**src/rtl/cpu_mc_param.sv**
```systemverilog
// Parametrised multi-cycle CPU core with IDLE/HALT FSM and req/ack data-memory handshake.
// Optional retired-instruction counter enabled by defining CPU_PERF_CNT_EN.
module cpu_mc_param #(
    parameter int                DATA_W   = 16,
    parameter int                ADDR_W   = 16,
    parameter logic [ADDR_W-1:0] RESET_PC = '0
) (
    input  logic                  CLK,
    input  logic                  RST,
    output logic [ADDR_W-1:0]     imem_addr,
    input  logic [15:0]           imem_rdata,
    output logic [ADDR_W-1:0]     dmem_addr,
    output logic [DATA_W-1:0]     dmem_wdata,
    input  logic [DATA_W-1:0]     dmem_rdata,
    output logic                  dmem_req,
    output logic                  dmem_write,
    input  logic                  dmem_ack,
    input  logic                  start,
    input  logic                  stop,
    output logic                  halted,
    output logic [8*DATA_W-1:0]   led_reg,
    output logic [4*DATA_W-1:0]   led_misc,
    output logic [2:0]            led_ph,
    output logic [31:0]           instret
);

    typedef enum logic [2:0] {
        IDLE   = 3'd0,
        FETCH  = 3'd1,
        DECODE = 3'd2,
        EXEC   = 3'd3,
        MEM    = 3'd4,
        WB     = 3'd5,
        HALT   = 3'd6
    } state_t;

    typedef enum logic [3:0] {
        OP_NOP  = 4'h0,
        OP_LI   = 4'h1,
        OP_ADD  = 4'h2,
        OP_SUB  = 4'h3,
        OP_LD   = 4'h4,
        OP_ST   = 4'h5,
        OP_B    = 4'h6,
        OP_BNZ  = 4'h7,
        OP_HALT = 4'hF
    } opcode_t;

    state_t            state;
    logic [ADDR_W-1:0] pc;
    logic [15:0]       ir;
    logic [DATA_W-1:0] sr1, sr2, alu_q, dr;
    logic [DATA_W-1:0] regs [8];
`ifdef CPU_PERF_CNT_EN
    logic [31:0]       instret_q;
`endif

    opcode_t           op;
    logic [2:0]        rd, rs1, rs2;
    logic signed [7:0] imm8;
    logic [DATA_W-1:0] imm_d;
    logic [ADDR_W-1:0] imm_a;
    logic [DATA_W-1:0] alu_res;
    logic              taken;

    assign op    = opcode_t'(ir[15:12]);
    assign rd    = ir[11:9];
    assign rs1   = ir[8:6];
    assign rs2   = ir[5:3];
    assign imm8  = ir[7:0];
    assign imm_d = DATA_W'(imm8);
    assign imm_a = ADDR_W'(imm8);

    // PC already holds A+1 after fetch, so the branch target is pc + imm.
    assign taken = (op == OP_B) || ((op == OP_BNZ) && (sr1 != '0));

    always_comb begin
        alu_res = '0;
        case (op)
            OP_LI:   alu_res = imm_d;
            OP_ADD:  alu_res = sr1 + sr2;
            OP_SUB:  alu_res = sr1 - sr2;
            default: alu_res = '0;
        endcase
    end

    always_ff @(posedge CLK) begin
        if (RST) begin
            pc         <= RESET_PC;
            ir         <= '0;
            sr1        <= '0;
            sr2        <= '0;
            alu_q      <= '0;
            dr         <= '0;
            for (int unsigned i = 0; i < 8; i++) regs[i] <= '0;
            state      <= IDLE;
            dmem_req   <= 1'b0;
            dmem_write <= 1'b0;
            halted     <= 1'b0;
`ifdef CPU_PERF_CNT_EN
            instret_q  <= '0;
`endif
        end else begin
            case (state)
                IDLE: begin
                    if (start && !stop) state <= FETCH;
                end
                FETCH: begin
                    ir    <= imem_rdata;
                    pc    <= pc + ADDR_W'(1);
                    state <= DECODE;
                end
                DECODE: begin
                    sr1   <= (op == OP_BNZ) ? regs[rd] : regs[rs1];
                    sr2   <= regs[rs2];
                    state <= EXEC;
                end
                EXEC: begin
                    alu_q <= alu_res;
                    case (op)
                        OP_LD, OP_ST: begin
                            dmem_req   <= 1'b1;
                            dmem_write <= (op == OP_ST);
                            state      <= MEM;
                        end
                        OP_HALT: begin
                            halted <= 1'b1;
                            state  <= HALT;
`ifdef CPU_PERF_CNT_EN
                            instret_q <= instret_q + 32'd1;
`endif
                        end
                        default: state <= WB;
                    endcase
                end
                MEM: begin
                    // Request and write strobe drop together the cycle after ack.
                    if (dmem_ack) begin
                        if (!dmem_write) dr <= dmem_rdata;
                        dmem_req   <= 1'b0;
                        dmem_write <= 1'b0;
                        state      <= WB;
                    end
                end
                WB: begin
                    case (op)
                        OP_LI, OP_ADD, OP_SUB: regs[rd] <= alu_q;
                        OP_LD:                 regs[rd] <= dr;
                        default: ;
                    endcase
                    if (taken) pc <= pc + imm_a;
`ifdef CPU_PERF_CNT_EN
                    instret_q <= instret_q + 32'd1;
`endif
                    state <= stop ? IDLE : FETCH;
                end
                HALT: begin
                    if (start) begin
                        halted <= 1'b0;
                        state  <= FETCH;
                    end
                end
                default: state <= IDLE;
            endcase
        end
    end

    assign imem_addr  = pc;
    assign dmem_addr  = ADDR_W'(sr1);
    assign dmem_wdata = sr2;
    assign led_ph     = state;
    assign led_misc   = {alu_q, sr2, sr1, DATA_W'(ir)};

    always_comb begin
        led_reg = '0;
        for (int unsigned i = 0; i < 8; i++) led_reg[i*DATA_W +: DATA_W] = regs[i];
    end

`ifdef CPU_PERF_CNT_EN
    assign instret = instret_q;
`else
    assign instret = 32'd0;
`endif

endmodule

```
**config.mk**
```make
export PLATFORM = sky130hd
export DESIGN_NAME = cpu_mc_param
export DESIGN_NICKNAME = d
export VERILOG_FILES = /design/src/rtl/cpu_mc_param.sv
export SDC_FILE = /design/constraint.sdc
export NUM_CORES = 1
export LEC_CHECK = 0
export ABC_AREA = 1
export CORE_ASPECT_RATIO = 0.75
export CORE_MARGIN = 2
export CORE_UTILIZATION = 50
export CTS_CLUSTER_SIZE = 14
export DETAILED_ROUTE_END_ITERATION = 12
export GPL_TIMING_DRIVEN = 0
export PLACE_DENSITY = 0.81
export SLEW_MARGIN = 20
export SYNTH_ARGS = -nofsm -noshare
export SYNTH_HDL_FRONTEND = slang
export SYNTH_SLANG_ARGS = --single-unit
```
**constraint.sdc**
```tcl
create_clock -name CLK -period 2.5 [get_ports CLK]
set_input_delay 0.5 -clock CLK [delete_from_list [all_inputs] [get_ports CLK]]
set_output_delay 0.5 -clock CLK [all_outputs]
set_load 0.05 [all_outputs]
```
* Word level (Yosys, flattened, before mapping)
Memories as Yosys holds them, arrays and structs flattened. A register that Yosys moved wholly into a read port is not among the register bits.
Index checks and enable logic that the tools add are counted.
** Storage, ports and cells
- Bits of input ports :: 37
- Register bits :: 86
- Memories kept :: 1
- Memory bits (writable) :: 128
** Operators by class
- $add $sub $neg :: 4
- Reduce and logical (&&, ||, !) cells :: 17
- Equal/unequal tests :: 20
- Bitwise logic cells :: 2
- Muxes and demuxes :: 36
** Memory list
- regs :: words 8, bits a word 16, rd ports 11, clocked after memory_dff 3, wr ports 8, line 53 : logic [DATA_W-1:0] regs [8];
** Operator list (count)
- $mux W16 :: 4
- $pmux W16 S3 :: 1
- $add A16 B16 Y16 :: 2
- $pmux W16 S2 :: 1
- $mux W3 :: 8
- $pmux W3 S7 :: 1
- $mux W1 :: 17
- $add A16 B1 Y16 const B :: 1
- $eq A4 B3 Y1 const B :: 4
- $reduce_bool A16 Y1 :: 1
- $reduce_or A16 Y1 :: 1
- $sub A16 B16 Y16 :: 1
- $ne A2 B2 Y1 const B :: 6
- $reduce_and A3 Y1 :: 4
- $eq A3 B3 Y1 const B :: 3
- $eq A4 B2 Y1 const B :: 2
- $eq A3 B2 Y1 const B :: 2
- $pmux W1 S2 :: 3
- $reduce_bool A2 Y1 :: 3
- $eq A4 B1 Y1 const B :: 1
- $eq A4 B4 Y1 const B :: 1
- $pmux W2 S2 :: 1
- $eq A3 B1 Y1 const B :: 1
- $logic_not A3 Y1 :: 1
- 8 further kinds :: 9

* Depth between registers and ports, before layout
Gate-level depths: netlist (run 1).
- Depth in word-level cells :: 9
- Depth in mapped cells :: 22
- Depth with buffers taken out :: 22

* Least setup slack after synthesis (run 1)
OpenSTA, ideal clock, no wires.
- Path kind :: flip-flop to flip-flop
- Start point :: reg sr2[0] (netlist: dmem_wdata[0]) (read register of regs)
- End point :: reg alu_q[15]
- Slack :: -0.259 ns
- Arrival time :: 2.689 ns
- Data required time :: 2.429 ns
- Cell stages (with the launch flop) :: 20
- Library setup time :: 0.071 ns
- Path buffers :: 0
- Path through :: dfxtp_1 -> inv_1 -> ha_1 -> nand2_1 -> nor2_1 -> nand3_1 -> nor2_1 -> nand2_1 -> nand2_1 -> xor2_1 -> ha_1 -> a21oi_1 -> nand2_1 -> nand2_1 -> nand2_1 -> a21oi_1 -> nand2_1 -> nand2_1 -> nand2_1 -> a21oi_1
** Between the ends
- Longest elaborated chain between the ends :: 2
** Ends and longest elaborated chain
- start, declared :: line 52 : logic [DATA_W-1:0] sr1, sr2, alu_q, dr;
- $sub A16 B16 Y16 / $add A16 B16 Y16 (equally long branches) :: line 82, 81
- $pmux W16 S3 (*) :: line 79 : case (op)
- end signal, assigned :: line 119 : alu_q <= alu_res;
- end, declared :: line 52
Every way passes the cells marked *; elsewhere a longest branch is shown, timed or not.
A chain may end at the register's enable or synchronous reset.

* Worst setup path after layout (run 1)
- Start point :: reg ir[12]
- End point :: reg alu_q[15]
** Between the ends
- Longest elaborated chain between the ends :: 2
** Ends and longest elaborated chain
- start, declared :: line 51 : logic [15:0] ir;
- start signal, assigned :: line 109 : ir <= imem_rdata;
- $eq A4 B2 Y1 / $eq A4 B1 Y1 (equally long branches) :: line 79
- $pmux W16 S3 (*) :: line 79
Marked as above.

==> impl_metrics.json, run 1 <==
{
  "final_cell_mix": "clkdlybuf4s50_1 (260), o21ai_0 (242), nor2_1 (238), nand2_1 (189), a21oi_1 (172)",
  "hold_depth": 2,
  "drtIter0Drc": 3063,
  "clock_latency_ps": 560,
  "r2r_cells": 19,
  "wirelength_um": 70800,
  "root_buffer": "clkbuf_16",
  "grt_max_degree": 18,
  "fillers": 2215,
  "die_x_um": 200,
  "fin_ws_ps": -189,
  "power_density_mw_per_mm2": 859,
  "layout.nets": 2353,
  "start_util_pct": 51.2,
  "hold_viol": 0,
  "wl_per_cell_um": 26.3,
  "violations": "setup timing",
  "final_util_pct": 69.9,
  "cp-start-kind": "register",
  "grt_pass1_vias": 15500,
  "worstMarginPinSlew_ps": 1000,
  "syn_inst": 1901,
  "hold_buffers": 0,
  "avgViaCountPerCell": 6.31,
  "synth_cell_type_count": 45,
  "ys_ff_latch": 236,
  "final_cell_count_no_fill": 2687,
  "syn-cell-area_sq_mm": 0.0145,
  "crit_arrival_ps": 3170,
  "cts_tree": "built",
  "row_count": 53,
  "clkTransAtPathRegs_ps": 70,
  "dpl-instance-area_sq_mm": 0.0179,
  "outcome": "finished with violations",
  "fmax_mhz": 372,
  "synth_top_cells_by_area": "edfxtp_1 (27%), dfxtp_1 (15%), o21ai_0 (8.8%)",
  "firstDrtPassIters": 6,
  "drc": 0,
  "cts_sinks": 236,
  "grt_pass1_wl_um": 99000,
  "critical_path_class": "register to register",
  "max-vdd-ir-drop_uv": 602,
  "syn_to_final_growth_pct": 36.6,
  "slew_viol_final": 0,
  "coreArea_sq_mm": 0.0282,
  "port_buffers": 282,
  "routabilityCongestion": 1.05,
  "cts_buffers": 24,
  "synth_top_area_cell": "edfxtp_1",
  "regArea_sq_mm": 0.00604,
  "fin_area_sq_mm": 0.0197,
  "die_y_um": 151,
  "clockBufferDepth": 3,
  "dpl.cell_count": 2599,
  "pre_cts_ws_ps": -1040,
  "yosys_warnings": 0,
  "dp_hpwl_um": 52300,
  "multiInputGateArea_sq_mm": 0.00748,
  "post-route-period-util_pct": 108,
  "synth_edf_count": 128,
  "finalSetupViolCount": 99,
  "cp_data_required_time_ps": 2980,
  "rsz0062_at_grt": "true",
  "globalRouteOverflowTotal": 0,
  "p_leak_nw": 7.91,
  "layout-drive-gt1-share_pct": 14.8,
  "ant_nets": 0,
  "skew_ps": 14.4,
  "route.vias.total": 16900,
  "critPathCaptureType": "register",
  "min_path_type": "register to register",
  "antenna_found_initial": 1,
  "ioPinCount": 315,
  "yosysSeqAreaShare_pct": 41.6,
  "path_max_fanout": 5,
  "yosysTopAreaCellShare_pct": 26.6,
  "drv_cap": 0,
  "dieArea_sq_mm": 0.0303,
  "synth_flop_cell": "edfxtp_1",
  "slew_headroom_pct": 33.2,
  "min_period_ps": 2690,
  "final_common_cell": "clkdlybuf4s50_1",
  "grt_usage_pct": 44.3,
  "avgSynthCellArea_sq_um": 7.60,
  "async_reset_ff_share_pct": 0,
  "cts-htree-levels": 1
}
-- final timing paths --
kind	from	end	slack (ps)
worst max-delay path	ir[12]	alu_q[15]	-190
worst min-delay path	halted	halted	470
worst min register to register	halted	halted	470
worst max register to register	ir[12]	alu_q[15]	-190
-- where the power goes --
group          total [mW]  switching [mW]  internal (mW)
logic                8.21            5.54           2.67
registers            4.85           0.469           4.38
clock network        3.89            1.71           2.18
total                17.0            7.73           9.23
-- worst max-delay path: stages (launching register included) --
cell        delay (ps)
dfxtp_4            360
nand2_4             90
inv_4               40
nand2_4             70
buf_6              120
clkinvlp_4         220
buf_6              190
o21ai_2            140
xnor2_1             90
ha_1               340
nand2_2            100
nor2_1             120
nand2_2             80
nand2_4            130
nand2_1             80
nand2_2             90
nand3_2             60
nand2_1             70
nand2_1             70
a21oi_2            160
-- layer usage --
| metal | up-vias | wire, um | part of all wire [%] | global-route usage (%) |
|---|---|---|---|---|
| li1 | 7194 | - | - | - |
| met1 | 7849 | 27400 | 39 | 63.0 |
| met2 | 1667 | 28600 | 40 | 61.8 |
| met3 | 238 | 11900 | 17 | 13.9 |
| met4 | 0 | 2890 | 4.1 | 18.4 |
| met5 | - | 0 | 0 | 0 |
-- cell type report --
cell class / count / share of cell area, %
multi-input combinational: 1337 / 37.9
buffer: 174 / 5.10
sequential: 236 / 30.6
timing repair buffer: 328 / 16.3
inverter: 182 / 3.55
clock inverter: 10 / 0.564
tap: 385 / 2.44
antenna: 1 / 0.0127
clock buffer: 34 / 3.55
-- cell usage after synthesis, types with 2 or more instances --
cell type / instances
nor3_1: 11
or2_2: 4
o21a_1: 2
clkbuf_1: 75
o22ai_1: 17
xnor2_1: 12
o21ai_2: 3
inv_1: 178
edfxtp_1: 128
o21ai_0: 254
nand4_1: 6
buf_6: 9
nor2_1: 253
nand3_1: 150
nand2_1: 228
o31ai_1: 2
ha_1: 31
nand3b_1: 6
o21bai_1: 3
buf_1: 15
dfxtp_1: 108
inv_2: 3
a21oi_1: 190
xor2_1: 11
buf_2: 14
mux2i_2: 7
mux2i_4: 4
fa_1: 2
nand2_2: 8
and3_1: 2
buf_4: 64
a31oi_1: 6
nor2_2: 3
o211ai_1: 78
mux2i_1: 2
nor3_2: 3
-- through the flow --
step | total power, mW | setup TNS (ps) | hold slack [ps]
detailed placement | 11.5 | -150050 | 455
global route | 17.4 | -10580 | 492
floorplan | 9.20 | -61.7 | 477
CTS | 15.8 | -244 | 467
finish | 17.0 | -6040 | 468
global placement | 11.4 | -124970 | 454
-- registers in the layout, summed over array words and instances (netlist names), named ones only --
signal	count
halted	1
dmem_req	1
dmem_wdata	16
dmem_write	1
regs	128
dr	16
led_ph	3
ir	16
imem_addr	16
alu_q	16
dmem_addr	16
-- repair_timing --
item                                    4_1_cts  5_1_grt
endpoints found under the setup margin      183      155
resized for setup                           104      132
buffers inserted                             23       23
pin swaps                                    35       55
-- kinds of logic (layout without fill, tap and decap cells) --
logic type                 count (synthesis)  count (layout)  share of synthesized area [%]
xor gates and xnor gates                  23              23                           1.39
adders and majority gates                 33              33                           2.96
DFF                                      236             236                           41.6
AOI/OAI and AO/OA                        560             560                           21.3
and+or+nand+nor                          676             676                           19.8
other                                      1              33                         0.0259
buffers and inverters                    359             728                           11.6
muxes                                     13              13                           1.43
Power figures use the tool's default switching activity.
==> run 2: changes to the inputs <==
Settings changed: CORE_ASPECT_RATIO 0.75 to default.
==> impl_metrics.json, run 2 (synthesis gave the netlist of run 1 again) <==
{
  "outcome": "finished with violations",
  "violations": "setup timing",
  "pre_cts_ws_ps": -889,
  "fmax_mhz": 386,
  "fillers": 2359,
  "grt_usage_pct": 40.8,
  "grt_pass1_vias": 15300,
  "min_path_type": "register to register",
  "wl_met1_um": 24000,
  "coreArea_sq_mm": 0.0285,
  "ant_nets": 0,
  "slew_headroom_pct": 38.1,
  "fin_ws_ps": -93.6,
  "final_cell_count_no_fill": 2674,
  "worstMarginPinSlew_ps": 910,
  "cp-start-kind": "register",
  "finalSetupViolCount": 9,
  "slew_viol_final": 0,
  "cts_buffers": 27,
  "avgViaCountPerCell": 6.14,
  "clockBufferDepth": 3,
  "dieArea_sq_mm": 0.0303,
  "cts-htree-levels": 1,
  "grt_max_degree": 17,
  "largest_reg_flops": 128,
  "topRoutingLayerUsed": "met4",
  "critPathCaptureType": "register",
  "antenna_found_initial": 0,
  "clock_latency_ps": 580,
  "multiInputGateArea_sq_mm": 0.00729,
  "globalRouteOverflowTotal": 0,
  "cts_sinks": 236,
  "min_period_ps": 2590,
  "finalHoldWorstSlack_ps": 482,
  "firstDrtPassIters": 6,
  "drtIter0Drc": 2441,
  "power_density_mw_per_mm2": 857,
  "p_leak_nw": 7.79,
  "wirelength_um": 64500,
  "drc": 0,
  "drv_cap": 0,
  "die_y_um": 174,
  "fin_area_sq_mm": 0.0195,
  "root_buffer": "clkbuf_16",
  "path_max_fanout": 7,
  "crit_arrival_ps": 3100,
  "dp_hpwl_um": 47600,
  "met3_length_um": 8580,
  "cts_tree": "built",
  "layout-drive-gt1-share_pct": 12.9,
  "skew_ps": 15.1,
  "die_x_um": 174,
  "final_cell_mix": "clkdlybuf4s50_1 (258), o21ai_0 (246), nor2_1 (242), nand2_1 (198), a21oi_1 (181)",
  "rsz0062_at_grt": "true",
  "dpl.cell_count": 2598,
  "hold_buffers": 0,
  "routabilityCongestion": 1.04,
  "start_util_pct": 50.6,
  "route.vias.total": 16400,
  "final_common_cell": "clkdlybuf4s50_1",
  "post-route-period-util_pct": 104,
  "syn_to_final_growth_pct": 34.9,
  "grt_pass1_wl_um": 93600,
  "dpl-instance-area_sq_mm": 0.0179,
  "port_buffers": 282,
  "max-vdd-ir-drop_uv": 679,
  "clkTransAtPathRegs_ps": 60,
  "met2_length_um": 27200,
  "regMostFlops": "regs",
  "power_mw": 16.7,
  "ioPinCount": 315,
  "wl_per_cell_um": 24.1,
  "layout.nets": 2339,
  "cp_data_required_time_ps": 3000,
  "regArea_sq_mm": 0.00605,
  "critical_path_class": "register to register",
  "hold_viol": 0,
  "diodes": 0,
  "row_count": 62
}
==> run 2: changes by cell type in the layout (fill, tap and decap cells not counted), moves of 5 or more <==
cell / delta
a21oi_1: +9
a21oi_2: -5
buf_4: -10
buf_6: -8
nand2_1: +9
nand2_2: -5
nand3_1: +6
nand3_2: -6
==> run 2: final cells by class <==
class / count / area share (%)
multi-input cells: 1337 / 37.4
flip-flops and latches: 236 / 31.0
repair buffers: 310 / 15.6
plain buffers: 175 / 5.16
inverters: 182 / 3.59
clock buffers: 33 / 3.58
well taps: 384 / 2.46
clock inverters: 17 / 1.13
==> run 2: worst paths after layout <==
check                     start   endpoint  slack (ps)  cells past startpoint
setup reg to reg  dmem_wdata[4]  alu_q[15]         -90                     14
hold / removal         dmem_req   dmem_req         480                      2
setup / recovery  dmem_wdata[4]  alu_q[15]         -90                     14
hold reg to reg        dmem_req   dmem_req         480                      2
==> run 2: per-layer routing <==
layer / track usage (%) / up-vias
met5: 0 / -
met4: 22.2 / 0
met3: 9.47 / 312
met2: 61.9 / 1358
met1: 54.0 / 7609
li1: - / 7150
==> run 2: timing repair <==
item | 4_1_cts | 5_1_grt
setup endpoints to repair | 177 | 174
setup buffers | 12 | 16
pin swaps | 24 | 34
resized for setup | 82 | 92
==> run 2: report_power, final <==
part / internal, mW / total (mW) / switching (mW)
Combinational: 2.54 / 7.71 / 5.17
Clock: 2.42 / 4.16 / 1.73
Sequential: 4.38 / 4.84 / 0.454
==> run 2: metrics by stage <==
step	util [%]	setup TNS, ps
after floorplan	-	-61.7
after global placement	62.6	-116930
after detailed placement	62.7	-122140
after CTS	66.9	-62.3
after global routing	68.3	-3140
final	68.3	-165
==> run 2: worst max-delay path: stages, from the launching register on <==
cell and delay, ps:
dfxtp_2 400, nor2_2 170, nand2_1 110, nor2_2 190
a31oi_2 140, xnor2_1 150, ha_1 420, nand2_1 150
nor3_2 250, nand2_1 90, nand2_1 100, nand3_1 70
nand2_1 80, nand2_1 50, a21oi_1 140
